--- config.mk ---
export PLATFORM = sky130hd
export DESIGN_NAME = imm_encoder_flat
export DESIGN_NICKNAME = d
export VERILOG_FILES = /design/src/rtl/imm_encoder_pkg.sv /design/src/rtl/imm_encoder_if.sv /design/src/rtl/imm_encoder_pack.sv /design/src/rtl/imm_encoder.sv /design/src/flat_wrapper.sv
export SDC_FILE = /design/constraint.sdc
export NUM_CORES = 1
export LEC_CHECK = 0
export ABC_CLOCK_PERIOD_IN_PS = 2150
export CAP_MARGIN = 0
export CORE_MARGIN = 3
export CORE_UTILIZATION = 46
export DETAILED_ROUTE_END_ITERATION = 12
export GPL_TIMING_DRIVEN = 0
export PLACE_DENSITY = 0.78
export SYNTH_ARGS = -nofsm -noshare
export SYNTH_HDL_FRONTEND = slang
export SYNTH_SLANG_ARGS = --single-unit
export TNS_END_PERCENT = 100
--- constraint.sdc ---
create_clock -name clk -period 2.15 [get_ports clk]
set_clock_uncertainty 0.15 [all_clocks]
set_input_delay 0.43 -clock clk [delete_from_list [all_inputs] [get_ports clk]]
set_output_delay 0.43 -clock clk [all_outputs]
set_load 0.02 [all_outputs]
--- src/rtl/imm_encoder_pkg.sv ---
// Shared constants for the immediate encoder: immediate-format selectors
// (same coding as the decoder's immSrc) and error-flag bit positions.
package imm_encoder_pkg;

  localparam logic [1:0] IMM_I = 2'b00;
  localparam logic [1:0] IMM_S = 2'b01;
  localparam logic [1:0] IMM_B = 2'b10;
  localparam logic [1:0] IMM_J = 2'b11;

  localparam int ERR_RANGE = 0;
  localparam int ERR_ALIGN = 1;

  localparam int ERR_W = 2;

endpackage

--- src/rtl/imm_encoder_if.sv ---
// Request/response bundle for imm_encoder. The master drives requests and
// output-ready; the slave (the encoder) returns the packed word and error state.
interface imm_encoder_if #(
  parameter int ERR_CNT_W = 16
) ();

  logic                 in_valid;
  logic                 in_ready;
  logic [1:0]           imm_src;
  logic signed [31:0]   imm;
  logic [31:0]          base;
  logic                 out_valid;
  logic                 out_ready;
  logic [31:0]          out_instr;
  logic [1:0]           out_err;
  logic                 err_clr;
  logic [ERR_CNT_W-1:0] err_cnt;

  modport master (
    output in_valid, imm_src, imm, base, out_ready, err_clr,
    input  in_ready, out_valid, out_instr, out_err, err_cnt
  );

  modport slave (
    input  in_valid, imm_src, imm, base, out_ready, err_clr,
    output in_ready, out_valid, out_instr, out_err, err_cnt
  );

endinterface

--- src/rtl/imm_encoder_pack.sv ---
// Combinational packer: scatters a signed immediate into the I/S/B/J fields of
// base and flags out-of-range or odd (B/J) offsets. Bits of base outside the field pass through.
module imm_pack
  import imm_encoder_pkg::*;
(
  input  logic [1:0]         imm_src_i,
  input  logic signed [31:0] imm_i,
  input  logic [31:0]        base_i,
  output logic [31:0]        instr_o,
  output logic [ERR_W-1:0]   err_o
);

  always_comb begin
    instr_o = base_i;
    err_o   = '0;
    // Range holds when every bit above the field's sign bit copies it.
    case (imm_src_i)
      IMM_I: begin
        instr_o[31:20]  = imm_i[11:0];
        err_o[ERR_RANGE] = !((&imm_i[31:11]) || (~|imm_i[31:11]));
      end
      IMM_S: begin
        instr_o[31:25]  = imm_i[11:5];
        instr_o[11:7]   = imm_i[4:0];
        err_o[ERR_RANGE] = !((&imm_i[31:11]) || (~|imm_i[31:11]));
      end
      IMM_B: begin
        instr_o[31]     = imm_i[12];
        instr_o[7]      = imm_i[11];
        instr_o[30:25]  = imm_i[10:5];
        instr_o[11:8]   = imm_i[4:1];
        err_o[ERR_RANGE] = !((&imm_i[31:12]) || (~|imm_i[31:12]));
        err_o[ERR_ALIGN] = imm_i[0];
      end
      default: begin
        instr_o[31]     = imm_i[20];
        instr_o[30:21]  = imm_i[10:1];
        instr_o[20]     = imm_i[11];
        instr_o[19:12]  = imm_i[19:12];
        err_o[ERR_RANGE] = !((&imm_i[31:20]) || (~|imm_i[31:20]));
        err_o[ERR_ALIGN] = imm_i[0];
      end
    endcase
  end

endmodule

--- src/rtl/imm_encoder.sv ---
// Two-stage valid/ready immediate encoder: stage 1 captures the packed word and
// flags, stage 2 is the output register; a saturating counter tallies errored outputs.
module imm_encoder
  import imm_encoder_pkg::*;
#(
  parameter int ERR_CNT_W = 16
) (
  input  logic          clk,
  input  logic          reset,
  imm_encoder_if.slave  bus
);

  logic [31:0]          pack_instr;
  logic [ERR_W-1:0]     pack_err;

  logic                 vld_p1_q, vld_p1_d;
  logic [31:0]          instr_p1_q;
  logic [ERR_W-1:0]     err_p1_q;
  logic                 vld_p2_q, vld_p2_d;
  logic [31:0]          instr_p2_q;
  logic [ERR_W-1:0]     err_p2_q;
  logic [ERR_CNT_W-1:0] cnt_q, cnt_d;

  logic p2_load, p1_adv, in_ready, accept, xfer;

  imm_pack u_pack (
    .imm_src_i (bus.imm_src),
    .imm_i     (bus.imm),
    .base_i    (bus.base),
    .instr_o   (pack_instr),
    .err_o     (pack_err)
  );

  always_comb begin
    p2_load  = !vld_p2_q || bus.out_ready;
    p1_adv   = vld_p1_q && p2_load;
    in_ready = !vld_p1_q || p1_adv;
    accept   = bus.in_valid && in_ready;
    xfer     = vld_p2_q && bus.out_ready;
    vld_p1_d = accept || (vld_p1_q && !p2_load);
    vld_p2_d = p2_load ? vld_p1_q : vld_p2_q;
    cnt_d    = cnt_q;
    if (bus.err_clr)
      cnt_d = '0;
    else if (xfer && (|err_p2_q) && !(&cnt_q))
      cnt_d = cnt_q + 1'b1;
  end

  // Stage 1: packed word captured on accept
  always_ff @(posedge clk) begin
    if (accept) begin
      instr_p1_q <= pack_instr;
      err_p1_q   <= pack_err;
    end
  end

  // Stage 2: output register, held while the consumer stalls
  always_ff @(posedge clk or posedge reset) begin
    if (reset) begin
      vld_p1_q   <= 1'b0;
      vld_p2_q   <= 1'b0;
      instr_p2_q <= '0;
      err_p2_q   <= '0;
      cnt_q      <= '0;
    end else begin
      vld_p1_q <= vld_p1_d;
      vld_p2_q <= vld_p2_d;
      cnt_q    <= cnt_d;
      if (p1_adv) begin
        instr_p2_q <= instr_p1_q;
        err_p2_q   <= err_p1_q;
      end
    end
  end

  assign bus.in_ready  = in_ready;
  assign bus.out_valid = vld_p2_q;
  assign bus.out_instr = instr_p2_q;
  assign bus.out_err   = err_p2_q;
  assign bus.err_cnt   = cnt_q;

endmodule

--- src/flat_wrapper.sv ---
// flat-port wrapper written by rule: the top's interface ports become plain ports
module imm_encoder_flat import imm_encoder_pkg::*;
#(
  parameter int ERR_CNT_W = 16
)
  (clk, reset, bus_in_valid, bus_imm_src, bus_imm, bus_base, bus_out_ready, bus_err_clr, bus_in_ready, bus_out_valid, bus_out_instr, bus_out_err, bus_err_cnt);
  imm_encoder_if #(.ERR_CNT_W(ERR_CNT_W)) bus_i ();
  input  logic clk;
  input  logic reset;
  input wire logic [$bits(bus_i.in_valid)-1:0] bus_in_valid;
  input wire logic [$bits(bus_i.imm_src)-1:0] bus_imm_src;
  input wire logic [$bits(bus_i.imm)-1:0] bus_imm;
  input wire logic [$bits(bus_i.base)-1:0] bus_base;
  input wire logic [$bits(bus_i.out_ready)-1:0] bus_out_ready;
  input wire logic [$bits(bus_i.err_clr)-1:0] bus_err_clr;
  output wire logic [$bits(bus_i.in_ready)-1:0] bus_in_ready;
  output wire logic [$bits(bus_i.out_valid)-1:0] bus_out_valid;
  output wire logic [$bits(bus_i.out_instr)-1:0] bus_out_instr;
  output wire logic [$bits(bus_i.out_err)-1:0] bus_out_err;
  output wire logic [$bits(bus_i.err_cnt)-1:0] bus_err_cnt;
  assign bus_i.in_valid = bus_in_valid;
  assign bus_i.imm_src = bus_imm_src;
  assign bus_i.imm = bus_imm;
  assign bus_i.base = bus_base;
  assign bus_i.out_ready = bus_out_ready;
  assign bus_i.err_clr = bus_err_clr;
  assign bus_in_ready = bus_i.in_ready;
  assign bus_out_valid = bus_i.out_valid;
  assign bus_out_instr = bus_i.out_instr;
  assign bus_out_err = bus_i.out_err;
  assign bus_err_cnt = bus_i.err_cnt;
  imm_encoder #(.ERR_CNT_W(ERR_CNT_W)) u_core (.clk(clk), .reset(reset), .bus(bus_i));
endmodule
# == Yosys cells after proc, flatten, opt, wreduce, memory -nomap -nowiden ==
# Index checks and enable logic that the tools add are counted.
# op_classes
n_addsub,1
n_reduce_logical,35
eq_ne,2
mux,7
# ops
operator,n
$mux 16,2
$reduce_and 21->1,1
$reduce_or 21->1,1
$pmux 5 s2,2
$reduce_and 20->1,1
$reduce_or 20->1,1
$add 16x1->16 const B,1
$reduce_and 16->1,1
$pmux 7 s2,1
$reduce_and 12->1,1
$reduce_or 12->1,1
$logic_not 1->1,10
$mux 8,1
$logic_and 1x1->1,6
$logic_or 1x1->1,6
$reduce_or 2->1,3
$reduce_or 3->1,1
$eq 2x1->1 const B,1
$eq 2x2->1 const B,1
$logic_not 2->1,1
$pmux 1 s2,1
$reduce_bool 2->1,1
# totals
wordCells,53
in_bits,71
ff_bits,86

# == Logic depth before layout (Yosys ltp) ==
# depth
ltp_word,6
mapped_depth,6

# == Hierarchy ==
# From an unflattened synthesis, not the netlist that was laid out.
# hier_totals
cells_unflattened,296
area_unflattened_um2,3905.0
# modules_own_cells
mod,n_inst,cells_per_inst,area_each_um2
imm_encoder,1,214,3343.2
imm_pack,1,82,561.8

# == Worst setup path after synthesis ==
# No wires, ideal clock.
# synth_path
kind,flip-flop to flip-flop
start,register u_core.vld_p2_q (netlist: u_core.bus.out_valid)
end,"register u_core.err_p1_q[0], enable pin"
stages_incl_launch_ff,3
required_ns,1.606
t_arrival_ns,1.638
path_buffers,0
setup_ns,0.394
setup_slack_ns,-0.032
cell_sequence,dfrtp_1 -> nand3b_1 -> and2_1
# synth_between
elab_chain_cells,5
# synth_lines
item,line,rtl
start: declaration,imm_encoder.sv:19,"logic vld_p2_q, vld_p2_d;"
start signal: assignment,imm_encoder.sv:67,vld_p2_q <= vld_p2_d;
$logic_not 1->1,imm_encoder.sv:35,p2_load = !vld_p2_q || bus.out_ready;
$logic_or 1x1->1,imm_encoder.sv:35,
$logic_and 1x1->1,imm_encoder.sv:36,p1_adv = vld_p1_q && p2_load;
$logic_or 1x1->1,imm_encoder.sv:37,in_ready = !vld_p1_q || p1_adv;
net bus_in_ready,flat_wrapper.sv:16,output wire logic [$bits(bus_i.in_ready)-1:0] bus_in_ready;
$logic_and 1x1->1,imm_encoder.sv:38,accept = bus.in_valid && in_ready;
net u_core.accept,imm_encoder.sv:24,"logic p2_load, p1_adv, in_ready, accept, xfer;"
end signal: assignment,imm_encoder.sv:53,err_p1_q <= pack_err;
end: declaration,imm_encoder.sv:18,logic [ERR_W-1:0] err_p1_q;
# The timed path passes the listed nets, and every way through them passes these cells.
# A chain may end at the register's enable or synchronous reset.

# == Final worst setup path ==
# layout_path
start,input port bus_out_ready
end,register u_core.cnt_q[9] (netlist: u_core.bus.err_cnt[9])
# layout_between
elab_chain_cells,4
# layout_lines
item,line,rtl
start: declaration,flat_wrapper.sv:14,input wire logic [$bits(bus_i.out_ready)-1:0] bus_out_ready;
$logic_and 1x1->1,imm_encoder.sv:39,xfer = vld_p2_q && bus.out_ready;
$logic_and 1x1->1 (2 in a row),imm_encoder.sv:45,else if (xfer && (|err_p2_q) && !(&cnt_q))
$reduce_bool 2->1 (no line),-,
end signal: assignment,imm_encoder.sv:68,cnt_q <= cnt_d;
end: declaration,imm_encoder.sv:22,"logic [ERR_CNT_W-1:0] cnt_q, cnt_d;"
# No other way between the ends.

==> results.json <==
{
  "p_leak_nw": 2.02,
  "cp-end-kind": "register",
  "ios": 123,
  "hold_viol_final": 0,
  "final_nets": 483,
  "regToRegStartpoint": "u_core.bus.err_cnt[0]",
  "die_w_um": 95.9,
  "cts_root_buf": "clkbuf_8",
  "period_needed_ps": 2120,
  "critPathKind": "in2reg",
  "routed_wl_um": 8060,
  "min_path_cells": 2,
  "dieArea_mm2": 0.00919,
  "syn_to_final_growth_pct": 42.0,
  "synth_compound_area_share_pct": 5.39,
  "start_util_pct": 47.8,
  "whs_ps": 271,
  "synthFlopType": "dfrtp_1",
  "synth_edf_count": 34,
  "post-route-period-util_pct": 98.6,
  "drc_errors": 0,
  "cts.sinks": 86,
  "synth_nets": 355,
  "yosysWarnings": 0,
  "synth-adder-area-share_pct": 1.68,
  "totalPowerFinal_mw": 4.09,
  "grt_max_degree": 35,
  "vias_per_cell": 5.36,
  "reg2reg_depth": 7,
  "drv_slew": 0,
  "yosysTopAreaCell": "dfrtp_1",
  "cts_tree": "done",
  "avgSynthCellArea_um2": 13.3,
  "ys_top_cells_by_area": "dfrtp_1, edfxtp_1, mux2_2",
  "syn_inst": 279,
  "routabilityCongestion": 0.845,
  "fp.dieH_um": 95.9,
  "status": "finished clean",
  "synth_top_area_share_pct": 35.0,
  "tightest_slew_ps": 808,
  "vias": 2757,
  "antenna_left": 0,
  "post-route-util_pct": 67.9,
  "row_count": 32,
  "clk_latency_ps": 350,
  "slowest_delay_ps": 600,
  "synth.cell_area_mm2": 0.00371,
  "coreArea_mm2": 0.00777,
  "wl_per_cell_um": 15.7,
  "grt_pass1_wl_um": 12600,
  "dp_hpwl_um": 6050,
  "max-cap-violations": 0,
  "hp-start": "bus_err_clr",
  "cts_max_level": 3,
  "drt_iter0_drc": 81,
  "holdPathEnd": "u_core.bus.err_cnt[13]",
  "antenna_cells": 0,
  "cp_slowest_cell": "or4b_4",
  "crit_chain": "clkdlybuf4s50_1 -> o211ai_1 -> or4b_4 -> or3_1 -> a21oi_1",
  "synth_top_family_by_area": "simple AND/OR/NAND/NOR gates",
  "io_buffer_count": 114,
  "worstReg2RegEnd": "u_core.bus.err_cnt[12]",
  "ys_ff_latch": 86,
  "clock.fmax_mhz": 472,
  "synth-async-reset-ratio_pct": 60.5,
  "path_clk_slew_ps": 80,
  "synthMuxAreaShare_pct": 13.0,
  "track_usage_pct": 18.0,
  "first_global_vias": 2713,
  "drive_gt1_share_pct": 19.2,
  "finalSetupViolCount": 0,
  "worstPathRequired_ps": 2270,
  "relSlewSlack_pct": 46.2,
  "peakVddDrop_uv": 355,
  "grt-ovfl-total": 0,
  "critPathMaxFanout": 5,
  "min_path_type": "in2reg",
  "synthSimpleGateAreaFrac_pct": 13.0,
  "ys_types": 44,
  "p_per_area_mw_per_mm2": 776,
  "r2r_slack_ps": 100,
  "synth_sequential_area_ratio_pct": 62.5,
  "antenna_found_initial": 0,
  "cts.path.max_buffers": 2,
  "synth_xor_area_share_pct": 2.59,
  "worst_setup_path_start_kind": "primary input",
  "arrival_ps": 2240,
  "numCtsBuffers": 9,
  "drtPass1Iterations": 5
}
report_power, final:
| group | switching (mW) | total, mW | leakage, nW | internal (mW) |
|---|---|---|---|---|
| logic | 0.410 | 0.891 | 0.945 | 0.481 |
| registers | 0.0846 | 1.98 | 0.973 | 1.90 |
| clock network | 0.561 | 1.22 | 0.100 | 0.660 |
placed cells by master, fill, tap and decap left out, types with 5 or more instances in the layout:
| cell | n |
|---|---|
| nand3_1 | 8 |
| clkdlybuf4s50_1 | 113 |
| clkbuf_8 | 9 |
| mux2_2 | 42 |
| nand4_1 | 8 |
| dfrtp_1 | 52 |
| nor4_2 | 5 |
| inv_1 | 7 |
| a21oi_1 | 10 |
| nor4_1 | 5 |
| xnor2_1 | 10 |
| edfxtp_1 | 34 |
| or3_1 | 5 |
| nor2_1 | 17 |
| nand2_1 | 15 |
| clkbuf_1 | 5 |
final cells by class:
class | instances | area, um^2
Tap cell | 102 | 128
Multi-Input combinational cell | 176 | 1360
Clock inverter | 5 | 83.8
Inverter | 8 | 30.0
Timing Repair Buffer | 118 | 1180
Clock buffer | 11 | 131
Sequential cell | 86 | 2320
Buffer | 8 | 35.0
Fill cell | 588 | 2490
critical path, delay by kind of cell:
kind,cells,cell delay (ps)
buf+inv,1,540
compound gates,2,350
simple gates,2,930
registers in the layout, summed over array words and instances (netlist names):
register and cells:
u_core.bus.err_cnt 16, u_core.bus.out_err 2, u_core.bus.out_instr 32, u_core.bus.out_valid 1
u_core.err_p1_q 2, u_core.instr_p1_q 32, u_core.vld_p1_q 1
synthesized netlist by cell type (2+ instances only):
cell type and count:
nand4_1 8, a22o_1 4, o211ai_1 2, buf_2 3, a21oi_1 10, inv_1 8
nand2b_1 2, and3_1 2, nor3_1 6, clkbuf_1 5, xnor2_1 10, nor4_1 9
o21ai_0 4, o22ai_1 4, ha_1 5, and2_1 2, nand3_1 8, or3_1 5
mux2_2 42, a22oi_1 2, nor2_1 17, dfrtp_1 52, edfxtp_1 34, nand2_1 15
stage by stage:
step | cells | worst slack, ps | setup TNS (ps) | instance area, um^2
5_1_grt | 514 | -42.0 | -126 | 5280
3_3_place_gp | 495 | -742 | -58490 | 4980
6_report | 514 | 29.1 | 0 | 5280
4_1_cts | 512 | 44.2 | 0 | 5220
3_5_place_dp | 496 | -461 | -22570 | 5000
2_1_floorplan | 279 | 258 | 0 | 3720
metal layers:
layer | up-vias | global-route usage, % | wire length (um)
met3 | 13 | 4.30 | 616
li1 | 1289 | - | -
met1 | 1342 | 21.5 | 3150
met4 | 0 | 8.18 | 171
met5 | - | 0 | 0
met2 | 113 | 30.7 | 4120
kinds of logic (layout without fill, tap and decap cells):
kind of cell / after synthesis / count (layout)
flops: 86 / 86
simple gates: 86 / 86
mux: 43 / 43
compound gates: 31 / 31
buf+inv: 17 / 150
xor+xnor: 11 / 11
fa+ha+maj: 5 / 5
how the worst max path moves through the flow:
stage	start	to	slack (ps)	cells past startpoint
4_1_cts	bus_out_ready	u_core.bus.err_cnt[9]	40	5
5_1_grt	u_core.bus.err_cnt[0]	u_core.bus.err_cnt[0]	-40	6
6_report	bus_out_ready	u_core.bus.err_cnt[9]	30	5
3_3_place_gp	reset	u_core.bus.out_instr[14]	-740	2
3_5_place_dp	bus_imm_src[0]	u_core.instr_p1_q[15]	-460	5
2_1_floorplan	u_core.bus.err_cnt[0]	u_core.bus.err_cnt[3]	260	6
repair_timing:
action / CTS / global route
endpoints found under the setup margin: 7 / 16
pin swaps: 0 / 3
hold buffers: 0 / 0
gates cloned: 0 / 0
gates resized for setup: 2 / 7
setup buffers: 0 / 3
Power figures use the tool's default switching activity.
